==> config.mk <==
export PLATFORM = sky130hd
export DESIGN_NAME = fifo_mp
export DESIGN_NICKNAME = d
export VERILOG_FILES = /design/src/rtl/fifo_pkg.sv /design/src/rtl/fifo_mp_storage.sv /design/src/rtl/fifo_mp.sv
export SDC_FILE = /design/constraint.sdc
export NUM_CORES = 1
export LEC_CHECK = 0
export ABC_CLOCK_PERIOD_IN_PS = 3700
export CAP_MARGIN = 20
export CORE_MARGIN = 3
export CORE_UTILIZATION = 58
export DETAILED_ROUTE_END_ITERATION = 7
export DONT_BUFFER_PORTS = 1
export HOLD_SLACK_MARGIN = 0.15
export MAX_ROUTING_LAYER = met4
export PLACE_DENSITY = 0.79
export SETUP_SLACK_MARGIN = 0.2
export SYNTH_ARGS = -nofsm -noshare
export SYNTH_HDL_FRONTEND = slang
export SYNTH_SLANG_ARGS = --single-unit
export TNS_END_PERCENT = 100
==> constraint.sdc <==
create_clock -name clk -period 3.7 [get_ports clk]
set_input_delay 0.74 -clock clk [delete_from_list [all_inputs] [get_ports clk]]
set_output_delay 0.74 -clock clk [all_outputs]
set_load 0.02 [all_outputs]
==> src/rtl/fifo_pkg.sv <==
// Shared helpers for the multi-port FIFO: lane-request decoding and circular pointer math.
package fifo_pkg;

  localparam int LANE_VEC_W = 32;
  typedef logic [LANE_VEC_W-1:0] lane_vec_t;

  // Length of the unbroken run of ones starting at bit 0; anything past the first zero is ignored.
  function automatic int thermo_len(input lane_vec_t vec, input int lanes);
    int   n;
    logic run;
    n   = 0;
    run = 1'b1;
    for (int i = 0; i < LANE_VEC_W; i++) begin
      if (i < lanes) begin
        run = run & vec[i];
        if (run) n++;
      end
    end
    return n;
  endfunction

  function automatic int ptr_add(input int ptr, input int n, input int depth);
    return (ptr + n) % depth;
  endfunction

endpackage

==> src/rtl/fifo_mp_storage.sv <==
// Register array for fifo_mp: WR_PORTS write lanes at wr_ptr+i, RD_PORTS combinational read lanes at rd_ptr+i.
module fifo_mp_storage
  import fifo_pkg::*;
#(
  parameter int WIDTH    = 32,
  parameter int DEPTH    = 16,
  parameter int WR_PORTS = 2,
  parameter int RD_PORTS = 2
) (
  input  logic                          clk,
  input  logic [$clog2(DEPTH)-1:0]      wr_ptr,
  input  logic [WR_PORTS-1:0]           wr_lane_en,
  input  logic [WR_PORTS*WIDTH-1:0]     wr_data,
  input  logic [$clog2(DEPTH)-1:0]      rd_ptr,
  output logic [RD_PORTS*WIDTH-1:0]     rd_data
);

  localparam int PTR_W = $clog2(DEPTH);

  logic [WIDTH-1:0] mem_q [DEPTH];
  logic [WIDTH-1:0] mem_d [DEPTH];

  always_comb begin
    mem_d = mem_q;
    for (int i = 0; i < WR_PORTS; i++) begin
      if (wr_lane_en[i]) begin
        mem_d[PTR_W'(ptr_add(int'(wr_ptr), i, DEPTH))] = wr_data[i*WIDTH +: WIDTH];
      end
    end
  end

  // Contents are deliberately left unreset; occupancy tracking makes stale data invisible.
  always_ff @(posedge clk) begin
    mem_q <= mem_d;
  end

  always_comb begin
    rd_data = '0;
    for (int i = 0; i < RD_PORTS; i++) begin
      rd_data[i*WIDTH +: WIDTH] = mem_q[PTR_W'(ptr_add(int'(rd_ptr), i, DEPTH))];
    end
  end

endmodule

==> src/rtl/fifo_mp.sv <==
// Multi-port first-word-fall-through FIFO with all-or-nothing push/pop, flush and status flags.
// Define FIFO_MP_ERR_EN to enable the sticky overflow/underflow flags and lane-request assertions.
module fifo_mp
  import fifo_pkg::*;
#(
  parameter int FIFO_WIDTH = 32,
  parameter int FIFO_DEPTH = 16,
  parameter int WR_PORTS   = 2,
  parameter int RD_PORTS   = 2,
  parameter int AF_MARGIN  = 2,
  parameter int AE_MARGIN  = 2
) (
  input  logic                               clk,
  input  logic                               rst,
  input  logic                               flush,
  input  logic [WR_PORTS-1:0]                wr_en,
  input  logic [WR_PORTS*FIFO_WIDTH-1:0]     data_in,
  input  logic [RD_PORTS-1:0]                rd_en,
  output logic [RD_PORTS*FIFO_WIDTH-1:0]     data_out,
  output logic [RD_PORTS-1:0]                valid_out,
  output logic [$clog2(FIFO_DEPTH+1)-1:0]    count,
  output logic                               empty,
  output logic                               almost_empty,
  output logic                               full,
  output logic                               almost_full,
  output logic                               err_overflow,
  output logic                               err_underflow
);

  localparam int PTR_W = $clog2(FIFO_DEPTH);
  localparam int CNT_W = $clog2(FIFO_DEPTH + 1);

  logic [PTR_W-1:0]    head_q, head_d;
  logic [PTR_W-1:0]    tail_q, tail_d;
  logic [CNT_W-1:0]    count_q, count_d;
  logic [WR_PORTS-1:0] wr_lane_en;
  logic                push_ok, pop_ok;
  int                  npush, npop, push_n, pop_n;

  // Acceptance only looks at the registered count: same-cycle pops/pushes are never credited.
  always_comb begin
    npush   = thermo_len(lane_vec_t'(wr_en), WR_PORTS);
    npop    = thermo_len(lane_vec_t'(rd_en), RD_PORTS);
    push_ok = npush <= (FIFO_DEPTH - int'(count_q));
    pop_ok  = npop <= int'(count_q);
    push_n  = push_ok ? npush : 0;
    pop_n   = pop_ok ? npop : 0;

    for (int i = 0; i < WR_PORTS; i++) begin
      wr_lane_en[i] = !flush && (i < push_n);
    end

    if (flush) begin
      head_d  = '0;
      tail_d  = '0;
      count_d = '0;
    end else begin
      head_d  = PTR_W'(ptr_add(int'(head_q), pop_n, FIFO_DEPTH));
      tail_d  = PTR_W'(ptr_add(int'(tail_q), push_n, FIFO_DEPTH));
      count_d = CNT_W'(int'(count_q) + push_n - pop_n);
    end
  end

  always_ff @(posedge clk or posedge rst) begin
    if (rst) begin
      head_q  <= '0;
      tail_q  <= '0;
      count_q <= '0;
    end else begin
      head_q  <= head_d;
      tail_q  <= tail_d;
      count_q <= count_d;
    end
  end

  fifo_mp_storage #(
    .WIDTH    (FIFO_WIDTH),
    .DEPTH    (FIFO_DEPTH),
    .WR_PORTS (WR_PORTS),
    .RD_PORTS (RD_PORTS)
  ) u_storage (
    .clk        (clk),
    .wr_ptr     (tail_q),
    .wr_lane_en (wr_lane_en),
    .wr_data    (data_in),
    .rd_ptr     (head_q),
    .rd_data    (data_out)
  );

  always_comb begin
    for (int i = 0; i < RD_PORTS; i++) begin
      valid_out[i] = int'(count_q) > i;
    end
  end

  assign count        = count_q;
  assign empty        = (count_q == '0);
  assign full         = (int'(count_q) == FIFO_DEPTH);
  assign almost_empty = (int'(count_q) <= AE_MARGIN);
  assign almost_full  = ((FIFO_DEPTH - int'(count_q)) <= AF_MARGIN);

`ifdef FIFO_MP_ERR_EN
  logic err_ovf_q, err_ovf_d;
  logic err_unf_q, err_unf_d;

  always_comb begin
    err_ovf_d = err_ovf_q | (!flush && !push_ok);
    err_unf_d = err_unf_q | (!flush && !pop_ok);
  end

  always_ff @(posedge clk or posedge rst) begin
    if (rst) begin
      err_ovf_q <= 1'b0;
      err_unf_q <= 1'b0;
    end else begin
      err_ovf_q <= err_ovf_d;
      err_unf_q <= err_unf_d;
    end
  end

  assign err_overflow  = err_ovf_q;
  assign err_underflow = err_unf_q;

  a_wr_thermo : assert property (@(posedge clk) disable iff (rst)
    (wr_en & (wr_en + 1'b1)) == '0);
  a_rd_thermo : assert property (@(posedge clk) disable iff (rst)
    (rd_en & (rd_en + 1'b1)) == '0);
`else
  assign err_overflow  = 1'b0;
  assign err_underflow = 1'b0;
`endif

endmodule
# == Word level (Yosys, flattened, before mapping) ==
# Index checks and enable logic that the tools add are counted.
# totals
regBits,525
in_bits,71
elab_cells,78
# op_classes
add_sub_neg,9
order_cmp,14
n_eq_ne,1
muxes,23
n_bitwise,6
n_reduce_logical,6
# op_table
cell,n
$bwmux 512,2
$mux 512,2
$bmux 32 s4,2
$demux 32 s4,2
$mux 32,7
$add 32x2->32 const B,1
$le 32x6->1,1
$ge 4x5->1 const B,4
$not 4->4,4
$gt 5x1->1 const B,2
$mux 5,2
$add 4x1->4 const B,2
$lt 4x1->1 const B,2
$mux 4,2
$le 3x6->1,1
$le 6x3->1 const B,1
$sub 5x5->6 const A,1
$add 5x2->5,1
$eq 5x5->1 const B,1
$le 5x2->1 const B,1
$logic_not 5->1,1
$sub 5x5->5,1
$add 4x2->4,1
$add 4x4->4,1
other kinds (7),14

# == Depth between registers and ports, before layout ==
# depth
word_depth,10
mapped_depth,20
mapped_depth_nobuf,19

# == Modules after synthesis ==
# Synthesis repeated with hierarchy kept, for this count alone.
# unflattened
cells_unflattened,2446
area_unflattened_um2,25727.2
# by_module_without_submodules
mod,n_inst,cells_each,area_per_inst_um2,seq_area_each_um2
fifo_mp_storage,1,2327,24544.8,10249.8
fifo_mp,1,119,1182.4,325.3

# == Worst setup path before layout ==
# OpenSTA, ideal clock, no wires.
# synth_path
kind,input -> register
from,input wr_en[0]
to,register count_q[3] (netlist: count[3])
setup_ns,0.132
arrival_ns,3.620
t_required_ns,3.568
slack_ns,-0.052
path_stages,15
path_buffers,2
path_cell_list,clkbuf_1 > and2_1 > ha_1 > nor2b_1 > o211a_1 > o21ai_1 > clkbuf_1 > nand3_1 > fa_1 > inv_1 > ha_1 > a21o_1 > a21oi_1 > xnor2_1 > nor2_1
# synth_between
elab_chain_len,8
elab_cells_between_ends,9
cone_classes,3 x add/sub; 1 x order compare; 4 x mux; 1 x bitwise
# synth_lines
element,line,text
start: declaration,fifo_mp.sv:16,"input logic [WR_PORTS-1:0] wr_en,"
$mux 1,fifo_pkg.sv:16,if (run) n++;
$add 1x1->2,fifo_pkg.sv:16,
$mux 2 (*),fifo_pkg.sv:16,
$le 3x6->1,fifo_mp.sv:44,push_ok = npush <= (FIFO_DEPTH - int'(count_q));
$mux 2 (*),fifo_mp.sv:46,push_n = push_ok ? npush : 0;
$add 5x2->5 (*),fifo_mp.sv:60,count_d = CNT_W'(int'(count_q) + push_n - pop_n);
$sub 5x5->5 (*),fifo_mp.sv:60,
$mux 5 (*),fifo_mp.sv:53,if (flush) begin
named net count_d[3],fifo_mp.sv:35,"logic [CNT_W-1:0] count_q, count_d;"
end signal: assignment,fifo_mp.sv:72,count_q <= count_d;
end: declaration,fifo_mp.sv:35,
# The timed path passes the listed nets; every way through them passes the cells marked *.

# == Final worst setup path ==
# layout_path
from,register head_q[0]
to,output data_out[32]
# layout_between
elab_chain_len,5
# layout_lines
element,line,text
start: declaration,fifo_mp.sv:33,"logic [PTR_W-1:0] head_q, head_d;"
start signal: assignment,fifo_mp.sv:66,head_q <= '0;
start signal: assignment,fifo_mp.sv:70,head_q <= head_d;
$add 4x1->4,fifo_pkg.sv:23,return (ptr + n) % depth;
$not 4->4 (not written as such),fifo_mp_storage.sv:40,"rd_data[i*WIDTH +: WIDTH] = mem_q[PTR_W'(ptr_add(int'(rd_ptr), i, DEPTH))];"
$bmux 32 s4,fifo_mp_storage.sv:40,
$mux 32 (not written as such) (2 in series),fifo_mp_storage.sv:40,
end: declaration,fifo_mp.sv:19,"output logic [RD_PORTS*FIFO_WIDTH-1:0] data_out,"
# Every way passes these cells. The select of a mux whose other input is x is not followed.

==> results_dict.tcl <==
set metrics [dict create \
    status "finished, violations left" \
    violations "negative setup slack" \
    post-route-worst-setup-slack_ps -30.8 \
    grt_max_degree 69 \
    switching_share 0.348 \
    setup_viol 21 \
    ir_drop_mv 0.424 \
    finalMaxSlewViolations 0 \
    fin_skew_ps 12.9 \
    port_buffers 0 \
    fin_tns_setup_ps -253 \
    ys_warn_count 0 \
    p_sw_w 0.00744 \
    synthTopCellsByCount "dfxtp_1 (512), clkbuf_1 (381), mux4_2 (320), nor2_1 (243), a21oi_1 (216)" \
    antenna_left 0 \
    critPathRequiredTime_ps 2960 \
    leakagePower_nw 9.82 \
    cp_slowest_stage_delay_ps 610 \
    clk_pin_slew_worst_paths_ps 60 \
    synth.most_common_cell "dfxtp_1" \
    powerDensity_nw_per_um2 773 \
    syn_to_final_growth_pct 7.52 \
    synth.distinct_cells 54 \
    period_needed_ps 3730 \
    numCtsBuffers 54 \
    final_layout_size_suffix_gt1_frac 0.276 \
    final_area_um2 27700 \
    fp-row-count 76 \
    htree_levels 2 \
    ys_async_sr_fraction 0.0248 \
    chipHeight_um 217 \
    die-area_um2 47000 \
    combPwrFrac 0.388 \
    maxCapViolations 0 \
    synth-edff-count 0 \
    synth_top_area_cell "dfxtp_1" \
    clockBufferDepth 3 \
    fmax_ghz 0.268 \
    grt_pass1_vias 19000 \
    critPathCaptureType "output pin" \
    synth_ff_type "dfxtp_1" \
    gp_congestion 0.869 \
    crit_top_cell "mux4_2" \
    start_kind "flip-flop" \
    crit_fanout 9 \
    hold_path.class "in2reg" \
    cts_tree "yes" \
    critical_path_class "reg2out" \
    pin_count 148 \
    path_cells "ha_4 > buf_12 > buf_16 > mux4_2 > mux4_2" \
    crit_arrival_ps 2990 \
    firstDrtPassIters 8 \
    syn_avg_cell_area_um2 10.9 \
    postSynthCellCount 2354 \
    crit_slowest_cell "mux4_2" \
    vias 18900 \
    grt_first_pass_wirelength_mm 114 \
    vias_per_cell 7.22 \
    finalPower_w 0.0214 \
    synth_area_leaders "dfxtp_1 (40%), mux4_2 (28%), clkbuf_1 (5.6%)" \
    drt_wl_total_mm 75.5 \
    p_clk_frac 0.255 \
    dpl_cell_area_um2 25200 \
    worstMarginPinSlew_ps 1150 \
    nets 2094 \
    relSlewSlack 0.232 \
    insertion_delay_ps 620 \
    coreArea_um2 43500 \
    p_seq_frac 0.357 \
    synth_top_cell_area_share 0.398 \
    dp_worst_setup_slack_ps 287 \
    seq_area_frac_synth 0.411 \
    internal_power_w 0.0140 \
    rsz0062_at_grt "yes" \
    track_usage 0.323 \
    period_share 1.01 \
    synth_seq_cells 525 \
    hold_violations 0 \
    die_w_um 217 \
    antenna_found_initial 1 \
    routedWlPerCell_um 28.8 \
    floorplan.initialDensity 0.593 \
    route.detailed.drc 0 \
    drtIter0Drc 2863 \
    grt_overflow_total 0 \
    syn_area_um2 25800 \
    root_buffer "clkbuf_16" \
    cts_sinks 525 \
    hpwlAfterDp_mm 42.8 \
]
power groups by stage:
stage	registers [W]	logic [W]	clock network (W)
2_1_floorplan	0.00738	0.00604	0
5_1_grt	0.00773	0.00876	0.00568
3_3_place_gp	0.00756	0.00728	0
6_report	0.00765	0.00830	0.00545
3_5_place_dp	0.00767	0.00745	0
4_1_cts	0.00757	0.00803	0.00545
layer usage:
layer / up-vias / part of all wire / track usage
li1: 7749 / - / -
met1: 9303 / 0.36 / 0.410
met2: 1585 / 0.46 / 0.480
met3: 291 / 0.14 / 0.0914
met4: 0 / 0.044 / 0.159
met5: - / 0 / -
cell type report:
cell class                      instances  area [um2]
Clock inverter                         10         124
Clock buffer                           86        1620
Timing Repair Buffer                   94        1380
Tap cell                              585         732
Fill cell                            3041       15800
Multi-Input combinational cell       1304       13200
Sequential cell                       525       10600
Inverter                               17        63.8
Antenna cell                            1        2.50
sequential cells by signal (all words and copies together) (netlist names):
| register | cells |
|---|---|
| u_storage.mem_q | 512 |
| head_q | 4 |
| count | 5 |
| tail_q | 4 |
critical path, delay by kind of cell, from the launching register on:
family	cells	cell delay, ps
multiplexers	2	1120
buffers and inverters	2	370
adder cells (fa/ha/maj)	1	330
flip-flops	1	530
path summary, 6_finish.rpt:
path,from,endpoint,slack (ps),cells after the start
min,flush,head_q[1],190,1
min reg2reg,u_storage.mem_q[190],u_storage.mem_q[190],360,0
max,head_q[0],data_out[32],-30,5
max in group asynchronous,rst,head_q[1],2670,2
max reg2reg,count[0],u_storage.mem_q[324],380,12
min in group asynchronous,rst,head_q[2],620,2
stage by stage:
step	util	hold slack (ps)	instances
after floorplan	-	416	2355
after global placement	0.580	349	2495
after detailed placement	0.580	355	2495
after CTS	0.632	161	2610
after global routing	0.637	174	2622
final	0.637	186	2622
cells in the final DEF (no fill, tap or decap), types with 5 or more instances in the layout:
master       n
a21oi_1    215
a22oi_1      7
a31oi_1     67
a32o_1      29
a32oi_1     58
and2_1      10
buf_12      19
buf_16      12
buf_4       51
clkbuf_1    18
clkbuf_16   63
clkbuf_8    13
dfrtp_1      8
dfxtp_1    512
ha_1        22
inv_1       14
mux2_2      29
mux2i_1     64
mux4_2     320
nand2_1    143
nand4_1      7
nor2_1     243
nor2b_1     13
xnor2_1      5
cell families (layout without fill, tap and decap cells):
| group | Yosys count | after routing | synth area share |
|---|---|---|---|
| simple gates | 458 | 458 | 0.0753 |
| fa+ha+maj | 27 | 27 | 0.0143 |
| mux | 413 | 413 | 0.317 |
| buf+inv | 526 | 207 | 0.0828 |
| other cells | 1 | 3 | 0.000146 |
| flops | 525 | 525 | 0.411 |
| xor+xnor | 8 | 8 | 0.00272 |
| compound gates | 396 | 396 | 0.0967 |
timing repair:
action	CTS	global route
buffers inserted	9	3
hold buffers	1	0
gates cloned	9	8
endpoints found under the setup margin	65	113
resized for setup	32	9
pin swaps	1	1
hold endpoints to repair	13	0
No activity file was read; power rests on OpenSTA's default activity.
